==> src/rtl/vivaldi_pkg.sv <==
// vivaldi_pkg: shared types and constants for the wave sequencer and its note table
package vivaldi_pkg;
  localparam int PHASE_W_DEF = 24;
  localparam int DUR_W_DEF = 16;
  localparam int GAIN_W_DEF = 7;
  localparam int GAIN_MAX_PCT = 100;
  typedef enum logic [2:0] {
    SINE = 3'd0,
    SQUARE = 3'd1,
    TRIANGLE = 3'd2,
    SAWTOOTH = 3'd3,
    NOISE = 3'd4,
    REST = 3'd5
  } wave_e;
  typedef struct packed {
    logic [2:0] wave;
    logic [PHASE_W_DEF-1:0] phase_inc;
    logic [GAIN_W_DEF-1:0] gain;
    logic [DUR_W_DEF-1:0] dur;
    logic last;
  } seq_entry_t;
  typedef enum logic [1:0] {ST_IDLE, ST_LOAD, ST_PLAY, ST_DONE} seq_state_e;
  function automatic logic is_rest(input logic [2:0] w);
    return w >= REST;
  endfunction
  function automatic logic [GAIN_W_DEF-1:0] clamp_gain(input logic [GAIN_W_DEF-1:0] g);
    return (g > GAIN_W_DEF'(GAIN_MAX_PCT)) ? GAIN_W_DEF'(GAIN_MAX_PCT) : g;
  endfunction
endpackage

==> src/rtl/wave_seq_table.sv <==
// wave_seq_table: note table with registered read, gain clamped on write, last flags reset to 1
module wave_seq_table
  import vivaldi_pkg::*;
#(
  parameter int DEPTH = 16
) (
  input  logic                     clk_i,
  input  logic                     rst_ni,
  input  logic                     we_i,
  input  logic [$clog2(DEPTH)-1:0] waddr_i,
  input  logic [$clog2(DEPTH)-1:0] raddr_i,
  input  seq_entry_t               wdata_i,
  output seq_entry_t               rdata_o
);
  seq_entry_t mem_q [DEPTH];
  seq_entry_t wd;
  seq_entry_t rd_q;
  logic [DEPTH-1:0] last_q;
  always_comb begin
    wd = wdata_i;
    wd.gain = clamp_gain(wdata_i.gain);
  end
  always_ff @(posedge clk_i) begin
    if (we_i) mem_q[waddr_i] <= wd;
    rd_q <= mem_q[raddr_i];
    rd_q.last <= last_q[raddr_i];
  end
  // only the last flags reset, so an unprogrammed table ends after one entry
  always_ff @(posedge clk_i) begin
    if (!rst_ni) last_q <= '1;
    else if (we_i) last_q[waddr_i] <= wdata_i.last;
  end
  assign rdata_o = rd_q;
endmodule

==> src/rtl/wave_sequencer.sv <==
// wave_sequencer: walks the note table and drives oscillator select, phase increment and gain
module wave_sequencer
  import vivaldi_pkg::*;
#(
  parameter int DEPTH = 16,
  parameter int PHASE_W = PHASE_W_DEF,
  parameter int DUR_W = DUR_W_DEF,
  parameter int GAIN_W = GAIN_W_DEF
) (
  input  logic                     clk_i,
  input  logic                     rst_ni,
  input  logic                     cfg_we_i,
  input  logic [$clog2(DEPTH)-1:0] cfg_addr_i,
  input  logic [2:0]               cfg_wave_i,
  input  logic [PHASE_W-1:0]       cfg_phase_inc_i,
  input  logic [GAIN_W-1:0]        cfg_gain_i,
  input  logic [DUR_W-1:0]         cfg_dur_i,
  input  logic                     cfg_last_i,
  input  logic                     start_i,
  input  logic                     stop_i,
  input  logic                     loop_i,
  input  logic                     sample_tick_i,
  output logic                     busy_o,
  output logic                     note_on_o,
  output logic [2:0]               wave_sel_o,
  output logic [PHASE_W-1:0]       phase_inc_o,
  output logic [GAIN_W-1:0]        gain_o,
  output logic [$clog2(DEPTH)-1:0] note_idx_o,
  output logic                     done_o
);
  localparam int AW = $clog2(DEPTH);
  localparam logic [1:0] IDLE = ST_IDLE;
  localparam logic [1:0] LOAD = ST_LOAD;
  localparam logic [1:0] PLAY = ST_PLAY;
  localparam logic [1:0] DONE = ST_DONE;
  logic [1:0] state_q, state_d;
  logic [AW-1:0] idx_q, idx_d, nidx_q, nidx_d;
  logic [DUR_W-1:0] cnt_q, cnt_d, dur_q, dur_d;
  logic cur_last_q, cur_last_d, on_q, on_d, done_q, done_d;
  logic [2:0] wave_q, wave_d;
  logic [PHASE_W-1:0] phase_q, phase_d;
  logic [GAIN_W-1:0] gain_q, gain_d;
  logic clr, seq_end;
  seq_entry_t rd, wdata;
  assign wdata = '{wave: cfg_wave_i, phase_inc: cfg_phase_inc_i, gain: cfg_gain_i,
                   dur: cfg_dur_i, last: cfg_last_i};
  // read address follows the next index so the entry is ready during LOAD
  wave_seq_table #(.DEPTH(DEPTH)) u_table (
    .clk_i   (clk_i),
    .rst_ni  (rst_ni),
    .we_i    (cfg_we_i && state_q == IDLE && rst_ni),
    .waddr_i (cfg_addr_i),
    .raddr_i (idx_d),
    .wdata_i (wdata),
    .rdata_o (rd)
  );
  assign seq_end = (state_q == LOAD ? rd.last : cur_last_q) || idx_q == AW'(DEPTH - 1);
  always_comb begin
    state_d = state_q;
    idx_d = idx_q;
    cnt_d = cnt_q;
    dur_d = dur_q;
    cur_last_d = cur_last_q;
    on_d = on_q;
    wave_d = wave_q;
    phase_d = phase_q;
    gain_d = gain_q;
    nidx_d = nidx_q;
    done_d = 1'b0;
    clr = 1'b0;
    if (state_q == IDLE) begin
      if (start_i && !stop_i) begin
        state_d = LOAD;
        idx_d = '0;
      end
    end else if (stop_i) begin
      state_d = IDLE;
      idx_d = '0;
      clr = 1'b1;
    end else if (state_q == DONE) begin
      state_d = IDLE;
    end else if (state_q == LOAD && rd.dur != '0) begin
      state_d = PLAY;
      cnt_d = '0;
      dur_d = rd.dur;
      cur_last_d = rd.last;
      wave_d = rd.wave;
      phase_d = rd.phase_inc;
      gain_d = is_rest(rd.wave) ? '0 : rd.gain;
      nidx_d = idx_q;
      on_d = !is_rest(rd.wave);
    end else if (state_q == LOAD || (sample_tick_i && cnt_q == dur_q - 1'b1)) begin
      // end of note, or a zero-duration entry being skipped
      on_d = 1'b0;
      if (seq_end && !loop_i) begin
        state_d = DONE;
        done_d = 1'b1;
        idx_d = '0;
        clr = 1'b1;
      end else begin
        state_d = LOAD;
        idx_d = seq_end ? '0 : idx_q + 1'b1;
      end
    end else if (sample_tick_i) begin
      cnt_d = cnt_q + 1'b1;
    end
    if (clr) begin
      on_d = 1'b0;
      wave_d = '0;
      phase_d = '0;
      gain_d = '0;
      nidx_d = '0;
    end
  end
  always_ff @(posedge clk_i) begin
    if (!rst_ni) begin
      state_q <= IDLE;
      idx_q <= '0;
      cnt_q <= '0;
      dur_q <= '0;
      cur_last_q <= 1'b0;
      on_q <= 1'b0;
      wave_q <= '0;
      phase_q <= '0;
      gain_q <= '0;
      nidx_q <= '0;
      done_q <= 1'b0;
    end else begin
      state_q <= state_d;
      idx_q <= idx_d;
      cnt_q <= cnt_d;
      dur_q <= dur_d;
      cur_last_q <= cur_last_d;
      on_q <= on_d;
      wave_q <= wave_d;
      phase_q <= phase_d;
      gain_q <= gain_d;
      nidx_q <= nidx_d;
      done_q <= done_d;
    end
  end
  assign busy_o = state_q != IDLE;
  assign note_on_o = on_q;
  assign wave_sel_o = wave_q;
  assign phase_inc_o = phase_q;
  assign gain_o = gain_q;
  assign note_idx_o = nidx_q;
  assign done_o = done_q;
endmodule

==> config.mk <==
export PLATFORM = sky130hd
export DESIGN_NAME = wave_sequencer
export DESIGN_NICKNAME = d
export VERILOG_FILES = /design/src/rtl/vivaldi_pkg.sv /design/src/rtl/wave_seq_table.sv /design/src/rtl/wave_sequencer.sv
export SDC_FILE = /design/constraint.sdc
export NUM_CORES = 1
export LEC_CHECK = 0
export ABC_AREA = 1
export CAP_MARGIN = 10
export CORE_UTILIZATION = 45
export CTS_CLUSTER_SIZE = 40
export DETAILED_ROUTE_END_ITERATION = 8
export MAX_ROUTING_LAYER = met4
export PLACE_DENSITY_LB_ADDON = 0.1
export SLEW_MARGIN = 30
export SYNTH_ARGS = -nofsm -noshare
export SYNTH_HDL_FRONTEND = slang
export SYNTH_HIERARCHICAL = 1
export SYNTH_SLANG_ARGS = --single-unit
==> constraint.sdc <==
create_clock -name clk_i -period 9.5 [get_ports clk_i]
set_input_delay 2.85 -clock clk_i [delete_from_list [all_inputs] [get_ports clk_i]]
set_output_delay 2.85 -clock clk_i [all_outputs]
set_load 0.01 [all_outputs]
Yosys cells after proc, flatten, opt, wreduce, memory -nomap -nowiden. Memory sizes are Yosys's and may differ from the RTL's. A register that Yosys moved wholly into a read port is not among the register bits. Cells that the tools add are included.

Register bits after elaboration: 96. Memory bits (writable): 816. Bits of input ports: 62. Memories kept: 1.

Memories: u_table.mem_q (words 16, width 51, rd ports 1, clocked after Yosys merged registers in 1, wr ports 1, RTL line wave_seq_table.sv:15) `seq_entry_t mem_q [DEPTH];`.

$add $sub $neg: 3. $lt $le $gt $ge: 5. Eq/ne operators: 6. Muxes and demuxes: 36. Bitwise logic cells: 4. Reduce and logical (&&, ||, !) cells: 24.

Operator list (count): $mux W16 (3); $mux W4 (8); $add A16 B1 Y16 const B (1); $bwmux W16 (1); $eq A16 B16 Y1 (1); $reduce_bool A16 Y1 (1); $sub A16 B1 Y16 const B (1); $mux W2 (7); $mux W7 (2); $mux W1 (13); $lt A4 B5 Y1 const B (2); $reduce_and A4 Y1 (2); $gt A7 B7 Y1 const B (1); $logic_and A1 B1 Y1 (7); $reduce_bool A2 Y1 (3); $reduce_and A5 Y1 (1); $reduce_bool A5 Y1 (1); $add A4 B1 Y4 const B (1); $bmux W1 S4 (1); $demux W1 S4 (1); $eq A4 B4 Y1 const B (1); $ge A4 B1 Y1 const B (1); $not A1 Y1 (4); $ge A3 B3 Y1 const B (1); 10 further kinds (13).

Longest topological paths before layout.
Depth in word-level cells: 12. Gate-level depth with buffers: 27. Mapped depth without buffers: 24.

Cells and area by module. The synthesis kept the hierarchy.

By module, submodules not included: wave_seq_table (times used 1, cells an instance 3421, area an instance 36241.0 um2, seq. area each 25364.3 um2); wave_sequencer (times used 1, cells an instance 617, area an instance 4369.2 um2, seq. area each 1581.5 um2).

Worst setup path after synthesis. No wires, ideal clock.

Path type: input port to flip-flop. Start point: in rst_ni. End point: mem u_table/mem_q[4][10] in the netlist's numbering, enable pin. Setup time: 0.524 ns. Arrival time: 7.148 ns. Data required time: 8.976 ns. Path slack: 1.828 ns. Stages: 5. Path through: nand2_1 -> buf_1 -> nor2_1 -> inv_1 -> nor3_1.

Word-level cells in the longest chain between the ends: 3.

Ends and longest elaborated chain: start, declared (RTL line wave_sequencer.sv:11) `input logic rst_ni,`; $logic_and A1 B1 Y1 (RTL line wave_sequencer.sv:51) `.we_i (cfg_we_i && state_q == IDLE && rst_ni),`; $mux W1 (RTL line wave_seq_table.sv:24) `if (we_i) mem_q[waddr_i] <= wd;`; $mux W1 (implied by the code) (RTL line wave_seq_table.sv:24); end, declared (RTL line wave_seq_table.sv:15).

No other way between the ends.

Final worst setup path.
Start point: in rst_ni. End point: mem u_table/mem_q[15][16] in the netlist's numbering, enable pin.

Same word-level chain as after synthesis.

==> metrics <==
die span in y between 300 and 400 µm; CP Capture Type register; drt initial violations 2181; fin nets about 4200; Setup Skew between 0.03 and 0.04 ns; Setup TNS 0 ns; Layout area overhead 13.5%; Max VDD drop between 0.1 and 0.15 mV; max-cap viol count 0; # IOs approximately 100; Reg2Reg Launch Point u_table/rdata_o[1]$_DFF_P_; # hold bufs at CTS 0; min Tclk post-route 6.24 ns; pin count of the biggest net entering global routing 209; R2R Path End u_table/rdata_o[8]$_DFF_P_; Final Power 9.11 mW; Post-CTS Setup Repair Bufs 0; Final setup viols 0; Die Span X 302 µm; total number of yosys warnings 6; Fmax around 0.16 GHz; CP arrival 6.54 ns; Max Used Layer met4; area leader, netlist edfxtp_1; Post-synth EDFFs 800; Hold WC Path Type reg -> reg; FFs w/ async S/R, synth 0%; crit start category input pin; worst slack, placed roughly 2.5 ns; worst-path fanout max 40; core area about 0.089 mm²; Syn Std Cell Area between 0.04 and 0.05 mm²; post-synthesis cell type count 43; placed inst area 0.0427 mm²; Post-synth top cells 1233 x nand2_1, 800 x edfxtp_1, 675 x inv_1, 666 x nand3_1, 146 x dfxtp_1; H-tree depth 3; via count 27162; CTS tree done; top cells by area, synth edfxtp_1 59%, nand2_1 11%, nand3_1 8.2%; clock buffer depth 3; Setup crit start rst_ni; met2 routed WL 48500 µm; starting density of the core 45.7%; worst path required time ~9.8 ns; syn_nets 4106; Pleak around 19 nW; Root Buffer clkbuf_16; DRT Wirelength roughly 110000 µm; final worst-path cycle share around two thirds; CTS Buf Count a little over 100; Post-CTS Resized 0; clk slew on worst S/H paths approximately 0.05 ns; Post-DRT Antenna Nets 0; fin area about 0.046 mm²; DIE AREA ~0.091 mm²; drt pass-1 iters 5; I/O Buffers ~100; share of cells above drive strength 1 between 6 and 7%; FF-to-FF setup slack 4.73 ns; Hold Fails Final Rpt 0; Rel. slew slack about 32%; first-pass GRT wire length 159000 µm; clock sink count 946; row count 109; Reg2Reg Depth 18; initial antenna violation count 6; PnR worst setup slack around 3.3 ns; WL/cell approximately 20 µm; number of global-route vias before repair approximately 25000; Power Density about 200 mW/mm²; FF+latch count, synth 946; count leader, synth nand2_1; Critical Path Sink u_table/mem_q[15][16]$_DFFE_PP_; Mapped Avg Cell Area 10.1 µm²; post-synthesis cell count about 4000; placed insts slightly above 5000; sequential share of the synthesized area between 60% and 70%; RePlAce Congestion around 0.82; Most used DFF post-synth edfxtp_1; Max Slew Vio Count 0; status finished, final reports clean; Finished Layout Cells about 5400; setup repair after global routing missed its margin no; drc violations 0; DP HPWL 54400 µm; Worst-Margin Slew 1.02 ns; vias per cell between 5 and 6; Clock Latency Late Sink a little under 0.7 ns; routed wl met3 between 5000 and 6000 µm; Worst Path Class, Setup in -> reg; M1 wire length 49600 µm; GRT Util Overall about a quarter; grt total ovfl 0; Yosys top cell area share 59.2%
==> registers in the layout (all words and copies together), names as in the netlist <==
name	cells
state_q	2
u_table/rdata_o	51
cur_last_q	1
note_idx_o	4
cnt_q	16
wave_sel_o	3
gain_o	7
phase_inc_o	24
u_table/mem_q	800
u_table/last_q	16
idx_q	4
dur_q	16
done_o	1
note_on_o	1
==> metal layers <==
layer | track usage [%] | up-vias
li1 | - | 13198
met1 | 33.2 | 13120
met2 | 37.1 | 679
met3 | 3.06 | 165
met4 | 6.53 | 0
met5 | - | -
==> worst min-delay path by stage <==
| stage | from | endpoint | slack, ns | cells after the start |
|---|---|---|---|---|
| after global placement | cur_last_q$_SDFFE_PN0P_ | cur_last_q$_SDFFE_PN0P_ | 0.44 | 2 |
| after detailed placement | cur_last_q$_SDFFE_PN0P_ | cur_last_q$_SDFFE_PN0P_ | 0.44 | 2 |
| after floorplan | cur_last_q$_SDFFE_PN0P_ | cur_last_q$_SDFFE_PN0P_ | 0.42 | 2 |
| final | cur_last_q$_SDFFE_PN0P_ | cur_last_q$_SDFFE_PN0P_ | 0.45 | 2 |
| after CTS | cur_last_q$_SDFFE_PN0P_ | cur_last_q$_SDFFE_PN0P_ | 0.45 | 2 |
| after global routing | cur_last_q$_SDFFE_PN0P_ | cur_last_q$_SDFFE_PN0P_ | 0.49 | 2 |
==> final cells by class <==
class,count,area [µm²]
fill,8031,42800
sequential,946,26900
multi-input combinational,2207,10000
clock buffer,147,2880
inverter,685,2600
timing repair buffer,157,1700
tap,1165,1460
clock inverter,45,495
antenna,4,10.0
==> cell families after synthesis <==
kind of cell,share of synthesized area [%]
flops,66.4
simple gates,21.0
xor+xnor,0.474
compound gates,1.88
fa+ha+maj,0.185
buf+inv,9.40
mux,0.665
==> worst max-delay path, stage by stage <==
cell             delay (ns)
clkdlybuf4s50_1        0.46
buf_4                  0.39
nand2_2                0.10
nor2_1                 0.65
nand3_1                0.53
nor2_4                 0.65
buf_4                  0.84
==> per-stage QoR <==
step,hold slack (ns),util (%)
floorplan,0.424,-
global placement,0.435,47.8
detailed placement,0.438,48.0
CTS,0.447,51.8
global route,0.488,51.9
finish,0.446,51.9
==> cells in the final DEF (no fill, tap or decap), types with 3 or more instances in the layout <==
cell type | synthesis | layout
nand2_1 | 1233 | 1228
edfxtp_1 | 800 | 800
inv_1 | 675 | 673
nand3_1 | 666 | 666
dfxtp_1 | 146 | 146
clkbuf_16 | 0 | 102
clkdlybuf4s50_1 | 0 | 102
nor2_1 | 84 | 65
a21oi_1 | 58 | 58
buf_4 | 15 | 37
o21ai_0 | 30 | 30
clkbuf_1 | 38 | 29
mux2i_1 | 27 | 27
xor2_1 | 17 | 17
nor2_4 | 1 | 16
clkbuf_8 | 0 | 16
clkinv_1 | 1 | 15
clkinv_2 | 0 | 15
o211ai_1 | 14 | 14
nor2_2 | 8 | 12
a21oi_2 | 11 | 11
nor4_1 | 10 | 10
buf_12 | 0 | 10
inv_2 | 7 | 7
a21boi_0 | 7 | 7
bufinv_16 | 0 | 7
buf_16 | 0 | 7
nand2_4 | 2 | 6
ha_1 | 6 | 6
xnor2_1 | 5 | 5
nor3_1 | 7 | 5
diode_2 | 0 | 4
nand4_1 | 4 | 4
nand2_2 | 2 | 3
o21ai_1 | 3 | 3
clkinv_8 | 0 | 3
==> power by group <==
| group | total, mW | switching (mW) | leakage, nW | internal (mW) |
|---|---|---|---|---|
| sequential | 4.61 | 0.0418 | 8.40 | 4.57 |
| combinational | 0.526 | 0.372 | 9.10 | 0.153 |
| clock | 3.98 | 1.67 | 1.65 | 2.31 |
| total | 9.11 | 2.08 | 19.2 | 7.03 |
Power figures use the tool's default switching activity.
